[config.mk]
export PLATFORM = sky130hd
export DESIGN_NAME = mem_write_arbiter
export DESIGN_NICKNAME = d
export VERILOG_FILES = /design/src/rtl/mem_write_arbiter.sv
export SDC_FILE = /design/constraint.sdc
export NUM_CORES = 2
export LEC_CHECK = 0
export CAP_MARGIN = 20
export CORE_ASPECT_RATIO = 0.9
export CORE_MARGIN = 3
export CORE_UTILIZATION = 37
export DETAILED_ROUTE_END_ITERATION = 12
export PLACE_DENSITY = 0.66
export SLEW_MARGIN = 15
export SYNTH_ARGS = -nofsm -noshare
export SYNTH_HDL_FRONTEND = slang
export SYNTH_SLANG_ARGS = --single-unit
[constraint.sdc]
create_clock -name clk_ram -period 3.75 [get_ports clk_ram]
set_input_delay 0.375 -clock clk_ram [delete_from_list [all_inputs] [get_ports clk_ram]]
set_output_delay 0.375 -clock clk_ram [all_outputs]
set_load 0.01 [all_outputs]
[src/rtl/mem_write_arbiter.sv]
`default_nettype none
// ============================================================================
//  Module   : mem_write_arbiter
//  Purpose  : N-port round-robin write arbiter for a DDR native app interface.
//             Each grant pops one base address and BURST_BEATS data words
//             from the winning client FIFO pair into a local burst buffer.
//             It then issues BURST_BEATS write commands at incrementing
//             addresses, each with one data beat, under app_rdy/app_wdf_rdy
//             backpressure.
//  Ports    : clk_ram, rst_n (async, active low), enable
//             port_data_rd_en/_data/_size, port_addr_rd_en/_data/_size
//             app_addr/_cmd/_en/_rdy, app_wdf_data/_mask/_wren/_end/_rdy
//             busy, grant_id, burst_count
//  Revision : 1.0  initial release
// ============================================================================
module mem_write_arbiter #(
  parameter int NUM_PORTS   = 2,
  parameter int DATA_WIDTH  = 256,
  parameter int ADDR_WIDTH  = 29,
  parameter int SIZE_WIDTH  = 10,
  parameter int BURST_BEATS = 4,
  parameter int ADDR_STRIDE = 8,
  localparam int GRANT_WIDTH = (NUM_PORTS > 1) ? $clog2(NUM_PORTS) : 1
) (
  input  logic                             clk_ram,
  input  logic                             rst_n,
  input  logic                             enable,
  output logic [NUM_PORTS-1:0]             port_data_rd_en,
  input  logic [NUM_PORTS*DATA_WIDTH-1:0]  port_data_rd_data,
  input  logic [NUM_PORTS*SIZE_WIDTH-1:0]  port_data_rd_size,
  output logic [NUM_PORTS-1:0]             port_addr_rd_en,
  input  logic [NUM_PORTS*ADDR_WIDTH-1:0]  port_addr_rd_data,
  input  logic [NUM_PORTS*SIZE_WIDTH-1:0]  port_addr_rd_size,
  output logic [ADDR_WIDTH-1:0]            app_addr,
  output logic [2:0]                       app_cmd,
  output logic                             app_en,
  input  logic                             app_rdy,
  output logic [DATA_WIDTH-1:0]            app_wdf_data,
  output logic [DATA_WIDTH/8-1:0]          app_wdf_mask,
  output logic                             app_wdf_wren,
  output logic                             app_wdf_end,
  input  logic                             app_wdf_rdy,
  output logic                             busy,
  output logic [GRANT_WIDTH-1:0]           grant_id,
  output logic [31:0]                      burst_count
);

  localparam int CNT_WIDTH = SIZE_WIDTH + 1;
  localparam int IDX_WIDTH = (BURST_BEATS > 1) ? $clog2(BURST_BEATS) : 1;
  localparam logic [CNT_WIDTH-1:0]  BEATS_C  = CNT_WIDTH'(BURST_BEATS);
  localparam logic [SIZE_WIDTH-1:0] BEATS_S  = SIZE_WIDTH'(BURST_BEATS);
  localparam logic [ADDR_WIDTH-1:0] STRIDE_A = ADDR_WIDTH'(ADDR_STRIDE);

  typedef enum logic [1:0] {
    IDLE  = 2'd0,
    FETCH = 2'd1,
    ISSUE = 2'd2
  } state_t;

  state_t                  state_q, state_d;
  logic [GRANT_WIDTH-1:0]  rr_ptr_q, rr_ptr_d;
  logic [GRANT_WIDTH-1:0]  grant_id_q, grant_id_d;
  logic [CNT_WIDTH-1:0]    fetch_cnt_q, fetch_cnt_d;
  logic [CNT_WIDTH-1:0]    cmd_cnt_q, cmd_cnt_d;
  logic [CNT_WIDTH-1:0]    dat_cnt_q, dat_cnt_d;
  logic [NUM_PORTS-1:0]    data_rd_en_q, data_rd_en_d;
  logic [NUM_PORTS-1:0]    addr_rd_en_q, addr_rd_en_d;
  logic [ADDR_WIDTH-1:0]   addr_q, addr_d;
  logic [DATA_WIDTH-1:0]   buffer_q [BURST_BEATS];
  logic [DATA_WIDTH-1:0]   buffer_d [BURST_BEATS];
  logic [31:0]             burst_count_q, burst_count_d;

  logic [NUM_PORTS-1:0]    ready;
  logic                    found;
  logic [GRANT_WIDTH-1:0]  winner;
  logic [GRANT_WIDTH-1:0]  rr_next;
  logic [DATA_WIDTH-1:0]   sel_data;
  logic [ADDR_WIDTH-1:0]   sel_addr;
  logic [IDX_WIDTH-1:0]    wr_idx;
  logic                    cmd_fire;
  logic                    dat_fire;

  for (genvar i = 0; i < NUM_PORTS; i++) begin : g_ready
    assign ready[i] = (port_data_rd_size[i*SIZE_WIDTH +: SIZE_WIDTH] >= BEATS_S) &&
                      (port_addr_rd_size[i*SIZE_WIDTH +: SIZE_WIDTH] != '0);
  end

  // First ready port at or after rr_ptr, wrapping modulo NUM_PORTS.
  always_comb begin
    int idx;
    idx    = 0;
    found  = 1'b0;
    winner = '0;
    for (int k = 0; k < NUM_PORTS; k++) begin
      idx = int'(rr_ptr_q) + k;
      if (idx >= NUM_PORTS) idx = idx - NUM_PORTS;
      if (!found && (|(ready & (NUM_PORTS'(1) << idx)))) begin
        found  = 1'b1;
        winner = GRANT_WIDTH'(idx);
      end
    end
  end

  assign rr_next  = (int'(grant_id_q) + 1 >= NUM_PORTS) ? '0 : grant_id_q + 1'b1;
  assign sel_data = DATA_WIDTH'(port_data_rd_data >> (int'(grant_id_q) * DATA_WIDTH));
  assign sel_addr = ADDR_WIDTH'(port_addr_rd_data >> (int'(grant_id_q) * ADDR_WIDTH));
  // FIFO read data lags rd_en by one cycle, so fetch cycle n carries word n-1.
  assign wr_idx   = IDX_WIDTH'(fetch_cnt_q - CNT_WIDTH'(1));
  assign cmd_fire = app_en && app_rdy;
  assign dat_fire = app_wdf_wren && app_wdf_rdy;

  always_comb begin
    state_d       = state_q;
    rr_ptr_d      = rr_ptr_q;
    grant_id_d    = grant_id_q;
    fetch_cnt_d   = fetch_cnt_q;
    cmd_cnt_d     = cmd_cnt_q;
    dat_cnt_d     = dat_cnt_q;
    addr_d        = addr_q;
    buffer_d      = buffer_q;
    burst_count_d = burst_count_q;
    data_rd_en_d  = '0;
    addr_rd_en_d  = '0;
    case (state_q)
      IDLE: begin
        if (enable && found) begin
          state_d      = FETCH;
          grant_id_d   = winner;
          fetch_cnt_d  = '0;
          data_rd_en_d = NUM_PORTS'(1) << winner;
          addr_rd_en_d = NUM_PORTS'(1) << winner;
        end
      end
      FETCH: begin
        fetch_cnt_d = fetch_cnt_q + CNT_WIDTH'(1);
        if (fetch_cnt_q + CNT_WIDTH'(1) < BEATS_C) begin
          data_rd_en_d = NUM_PORTS'(1) << grant_id_q;
        end
        if (fetch_cnt_q == CNT_WIDTH'(1)) begin
          addr_d = sel_addr;
        end
        if (fetch_cnt_q != '0) begin
          buffer_d[wr_idx] = sel_data;
        end
        if (fetch_cnt_q == BEATS_C) begin
          state_d   = ISSUE;
          cmd_cnt_d = '0;
          dat_cnt_d = '0;
        end
      end
      ISSUE: begin
        // Running address register wraps naturally at ADDR_WIDTH.
        if (cmd_fire) begin
          cmd_cnt_d = cmd_cnt_q + CNT_WIDTH'(1);
          addr_d    = addr_q + STRIDE_A;
        end
        if (dat_fire) begin
          dat_cnt_d = dat_cnt_q + CNT_WIDTH'(1);
        end
        // Look at next-state counters so the burst ends without a dead cycle.
        if (cmd_cnt_d == BEATS_C && dat_cnt_d == BEATS_C) begin
          state_d       = IDLE;
          rr_ptr_d      = rr_next;
          burst_count_d = burst_count_q + 32'd1;
        end
      end
      default: state_d = IDLE;
    endcase
  end

  always_ff @(posedge clk_ram or negedge rst_n) begin
    if (!rst_n) begin
      state_q       <= IDLE;
      rr_ptr_q      <= '0;
      grant_id_q    <= '0;
      fetch_cnt_q   <= '0;
      cmd_cnt_q     <= '0;
      dat_cnt_q     <= '0;
      data_rd_en_q  <= '0;
      addr_rd_en_q  <= '0;
      addr_q        <= '0;
      burst_count_q <= '0;
      for (int k = 0; k < BURST_BEATS; k++) buffer_q[k] <= '0;
    end else begin
      state_q       <= state_d;
      rr_ptr_q      <= rr_ptr_d;
      grant_id_q    <= grant_id_d;
      fetch_cnt_q   <= fetch_cnt_d;
      cmd_cnt_q     <= cmd_cnt_d;
      dat_cnt_q     <= dat_cnt_d;
      data_rd_en_q  <= data_rd_en_d;
      addr_rd_en_q  <= addr_rd_en_d;
      addr_q        <= addr_d;
      burst_count_q <= burst_count_d;
      buffer_q      <= buffer_d;
    end
  end

  // Outputs decode from flops only; address/data are zeroed when not valid.
  assign port_data_rd_en = data_rd_en_q;
  assign port_addr_rd_en = addr_rd_en_q;
  assign app_cmd         = 3'b000;
  assign app_en          = (state_q == ISSUE) && (cmd_cnt_q < BEATS_C);
  assign app_addr        = app_en ? addr_q : '0;
  assign app_wdf_wren    = (state_q == ISSUE) && (dat_cnt_q < BEATS_C);
  assign app_wdf_end     = app_wdf_wren;
  assign app_wdf_data    = app_wdf_wren ? buffer_q[IDX_WIDTH'(dat_cnt_q)] : '0;
  assign app_wdf_mask    = '0;
  assign busy            = (state_q != IDLE);
  assign grant_id        = grant_id_q;
  assign burst_count     = burst_count_q;

endmodule
`default_nettype wire

==> qor_table.md <==
| Quantity | This run |
|---|---|
| Outcome | finished clean |
| Share of the clock period used by the worst path | 97.0% |
| DRT Pass-1 Iters | 5 |
| Max Cap Violations | 0 |
| Routability congestion estimate | 0.868 |
| Pin count of the biggest net entering global routing | 119 |
| Core utilization of the finished layout | 48.8% |
| Area of all sequential standard cells | 28,200 um^2 |
| Arrival time of data at the critical path endpoint | 3.26 ns |
| WHS | 0.330 ns |
| Hold crit path type | in2async |
| Number of H-tree branching levels | 3 |
| Cell chosen for the clock root | clkbuf_16 |
| First-pass GRT wire length | 233,000 um |
| Worst slew margin | 30.8% |
| Routed WL | 151,000 um |
| Instance count of the mapped netlist | 4,866 |
| DR WL/cell | 19.8 um |
| Most instantiated library cell after synthesis | dfrtp_1 |
| Crit start category | flop |
| Floorplan Core Area | 140,000 um^2 |
| Cell area after synthesis | 52,300 um^2 |
| HPWL Detailed | 106,000 um |
| Async SR Flop Fraction | 100% |
| Post-route cell area | 68,300 um^2 |
| Critical path peak fanout | 32 |
| Share of the synthesized area in the top cell type | 53.9% |
| Cell area after placement | 64,000 um^2 |
| Crit path setup slack, layout | 0.111 ns |
| Worst path bufs/invs | 3 |
| Share of final-layout standard cells stronger than drive strength 1 | 11.0% |
| Worst-Skew Late Latency | 0.72 ns |
| Number of hold violations in the final report | 0 |
| Cell area power density | 388 nW/um^2 |
| Most common library cells after synthesis | dfrtp_1 (1,126), o21ai_0 (1,066), nand2_1 (1,062), mux2i_1 (289), and2_1 (279) |
| GR Overflow Total | 0 |
| Initial Util | 37.4% |
| Clk sink count | 1,126 |
| Final worst clock skew | 0.0405 ns |
| Number of DRC violations after detailed-routing iteration 0 | 2,539 |
| Crit path required time | 3.38 ns |
| Mean Syn Cell Area | 10.7 um^2 |
| Setup repair after global routing missed its margin | yes |
| Setup-failing EPs final | 0 |
| Family with the most delay on the worst path | simple AND/OR/NAND/NOR gates |
| Total design power | 26.5 mW |
| Pre-CTS setup slack | 0.448 ns |
| Endpoint kind of the worst setup timing path | primary output |
| Final-stage net count | 6,345 |
| Port-buffer cells | 936 |
| Row count | 130 |
| Primary flip-flop cell chosen by synthesis mapping | dfrtp_1 |
| Via count of the first global-routing pass | 40,100 |
| Longest individual stage delay on the worst path | 0.56 ns |
| Standby leakage power | 31.3 nW |
| Crit Path Category | reg2out |
| Top post-synthesis cells by area | dfrtp_1 (54%), mux4_2 (11%), o21ai_0 (10%), nand2_1 (7.6%), mux2i_1 (5.5%) |
| DRT antenna net count | 0 |
| Total global-route track usage | 20.1% |
| Total area of multi-input combinational cells | 22,300 um^2 |
| Full die area | 146,000 um^2 |
| Initial antenna violation count | 5 |
| Synthesis-to-layout area growth | 30.7% |
| Maximum number of buffers from clock root to sink | 3 |
| Clock transition at the register clock pins on the worst setup and hold paths after CTS | 0.06 ns |
| Crit-path slowest cell | or4_4 |
| CTS tree | yes |
| Count of warnings emitted by yosys | 0 |
| Final period demand of the worst path | 3.64 ns |
| Portion of the post-synthesis area used by sequential elements | 53.9% |
| Number of storage elements in the synthesis netlist | 1,126 |
| Slew at the pin with the worst max-slew slack | 1.04 ns |
| Fmax | 275 MHz |
| Number of pins exceeding their max-slew limit in the final report | 0 |
| Total placed cells including tap cells | 7,431 |
| Die height | 363 um |
| Clock buffers created by TritonCTS | 113 |
| I/O pin count | 976 |
| Final non-filler cell total | 7,660 |
| Post-synth EDFFs | 0 |
| Horizontal die dimension | 402 um |
| Cell type with the largest total area after synthesis | dfrtp_1 |
| Via count | 39,300 |
| Series of cell instances along the critical path | or4_4, or2_2, nor3_4, buf_6, buf_16, and2_1, clkdlybuf4s50_1 |
| Unique masters post-synth | 55 |
| Final routed DRC violation total | 0 |
| Aggregate negative setup slack | 0 ns |
| Number of filler instances in the final layout | 12,700 |
| Max VDD drop | 0.382 mV |
| Via-to-Cell Ratio | 5.14 |
placed cells by master, fill, tap and decap left out, types with 36 or more instances in the layout:
master | synthesis | layout
o21ai_0 | 1066 | 1066
dlymetal6s2s_1 | 0 | 111
a21oi_1 | 39 | 39
dlygate4sd2_1 | 0 | 138
clkbuf_16 | 0 | 116
nand2_1 | 1062 | 1062
dfrtp_1 | 1126 | 1123
buf_4 | 57 | 117
and3_1 | 48 | 48
mux2i_1 | 289 | 289
mux4_2 | 256 | 256
and2_1 | 279 | 279
nor2_1 | 42 | 42
nand3_1 | 36 | 36
buf_12 | 0 | 44
clkdlybuf4s50_1 | 0 | 686
kinds of logic (layout without fill, tap and decap cells):
logic type	count (synthesis)	in the layout	synth area share (%)
AOI/OAI and AO/OA	1151	1151	11.4
xor gates and xnor gates	36	36	0.603
and+or+nand+nor	1562	1562	13.4
adders and majority gates	13	13	0.311
other	1	39	0.00717
DFF	1126	1126	53.9
buffers and inverters	428	1336	3.70
muxes	549	549	16.7
routing by layer:
layer / GRT usage, % / part of all wire [%] / vias up / wire [um]
met4: 6.93 / 3.2 / 0 / 4850
met1: 26.7 / 43 / 19400 / 64900
met5: 0 / 0 / - / 0
met2: 33.2 / 48 / 1062 / 73100
met3: 3.81 / 5.7 / 238 / 8590
li1: - / - / 18600 / -
worst register-to-register path, cell delays in order (launching register included):
cell and delay (ns):
dfrtp_1 0.45, nor4_1 0.41, nand2_1 0.36, o311ai_4 0.47
buf_12 0.34, buf_4 0.54, nand2_1 0.11, o21ai_0 0.09
final cells by class:
type                    instances  area share [%]
flip-flops and latches       1126            41.3
multi-input cells            3346            32.7
repair buffers               1111            16.9
clock buffers                 170            4.91
well taps                    1848            3.38
clock inverters                36           0.744
inverters                      19           0.104
diodes                          4          0.0147
what timing repair did:
item,4_1_cts,5_1_grt
pin swaps,0,0
hold buffers,1,0
resized for setup,151,113
setup endpoints to repair,258,118
hold endpoints to repair,53,0
gates cloned,4,5
buffers inserted,5,4
path summary, 6_finish.rpt:
path,from,end,slack [ns],depth (start not counted)
max,dat_cnt_q[6],app_wdf_data[51],0.11,7
min,rst_n,buffer_q[350],0.33,2
max reg2reg,fetch_cnt_q[7],buffer_q[170],0.89,7
min reg2reg,burst_count[31],burst_count[31],0.47,1
max in group asynchronous,rst_n,buffer_q[717],2.29,4
min in group clk_ram,port_addr_rd_data[1],addr_q[1],0.34,3
state kept, by name, summed over array words and instances, names as in the netlist:
register         flops
buffer_q          1024
burst_count         32
addr_q              29
cmd_cnt_q           11
dat_cnt_q           11
fetch_cnt_q         11
port_addr_rd_en      2
port_data_rd_en      2
state_q              2
grant_id             1
rr_ptr_q             1
report_power, final:
group / internal, mW / leakage [nW] / total [mW] / switching (mW)
Sequential: 12.7 / 13.2 / 13.0 / 0.300
Combinational: 1.06 / 16.2 / 1.94 / 0.889
Clock: 6.74 / 1.90 / 11.6 / 4.82
Power figures use the tool's default switching activity.
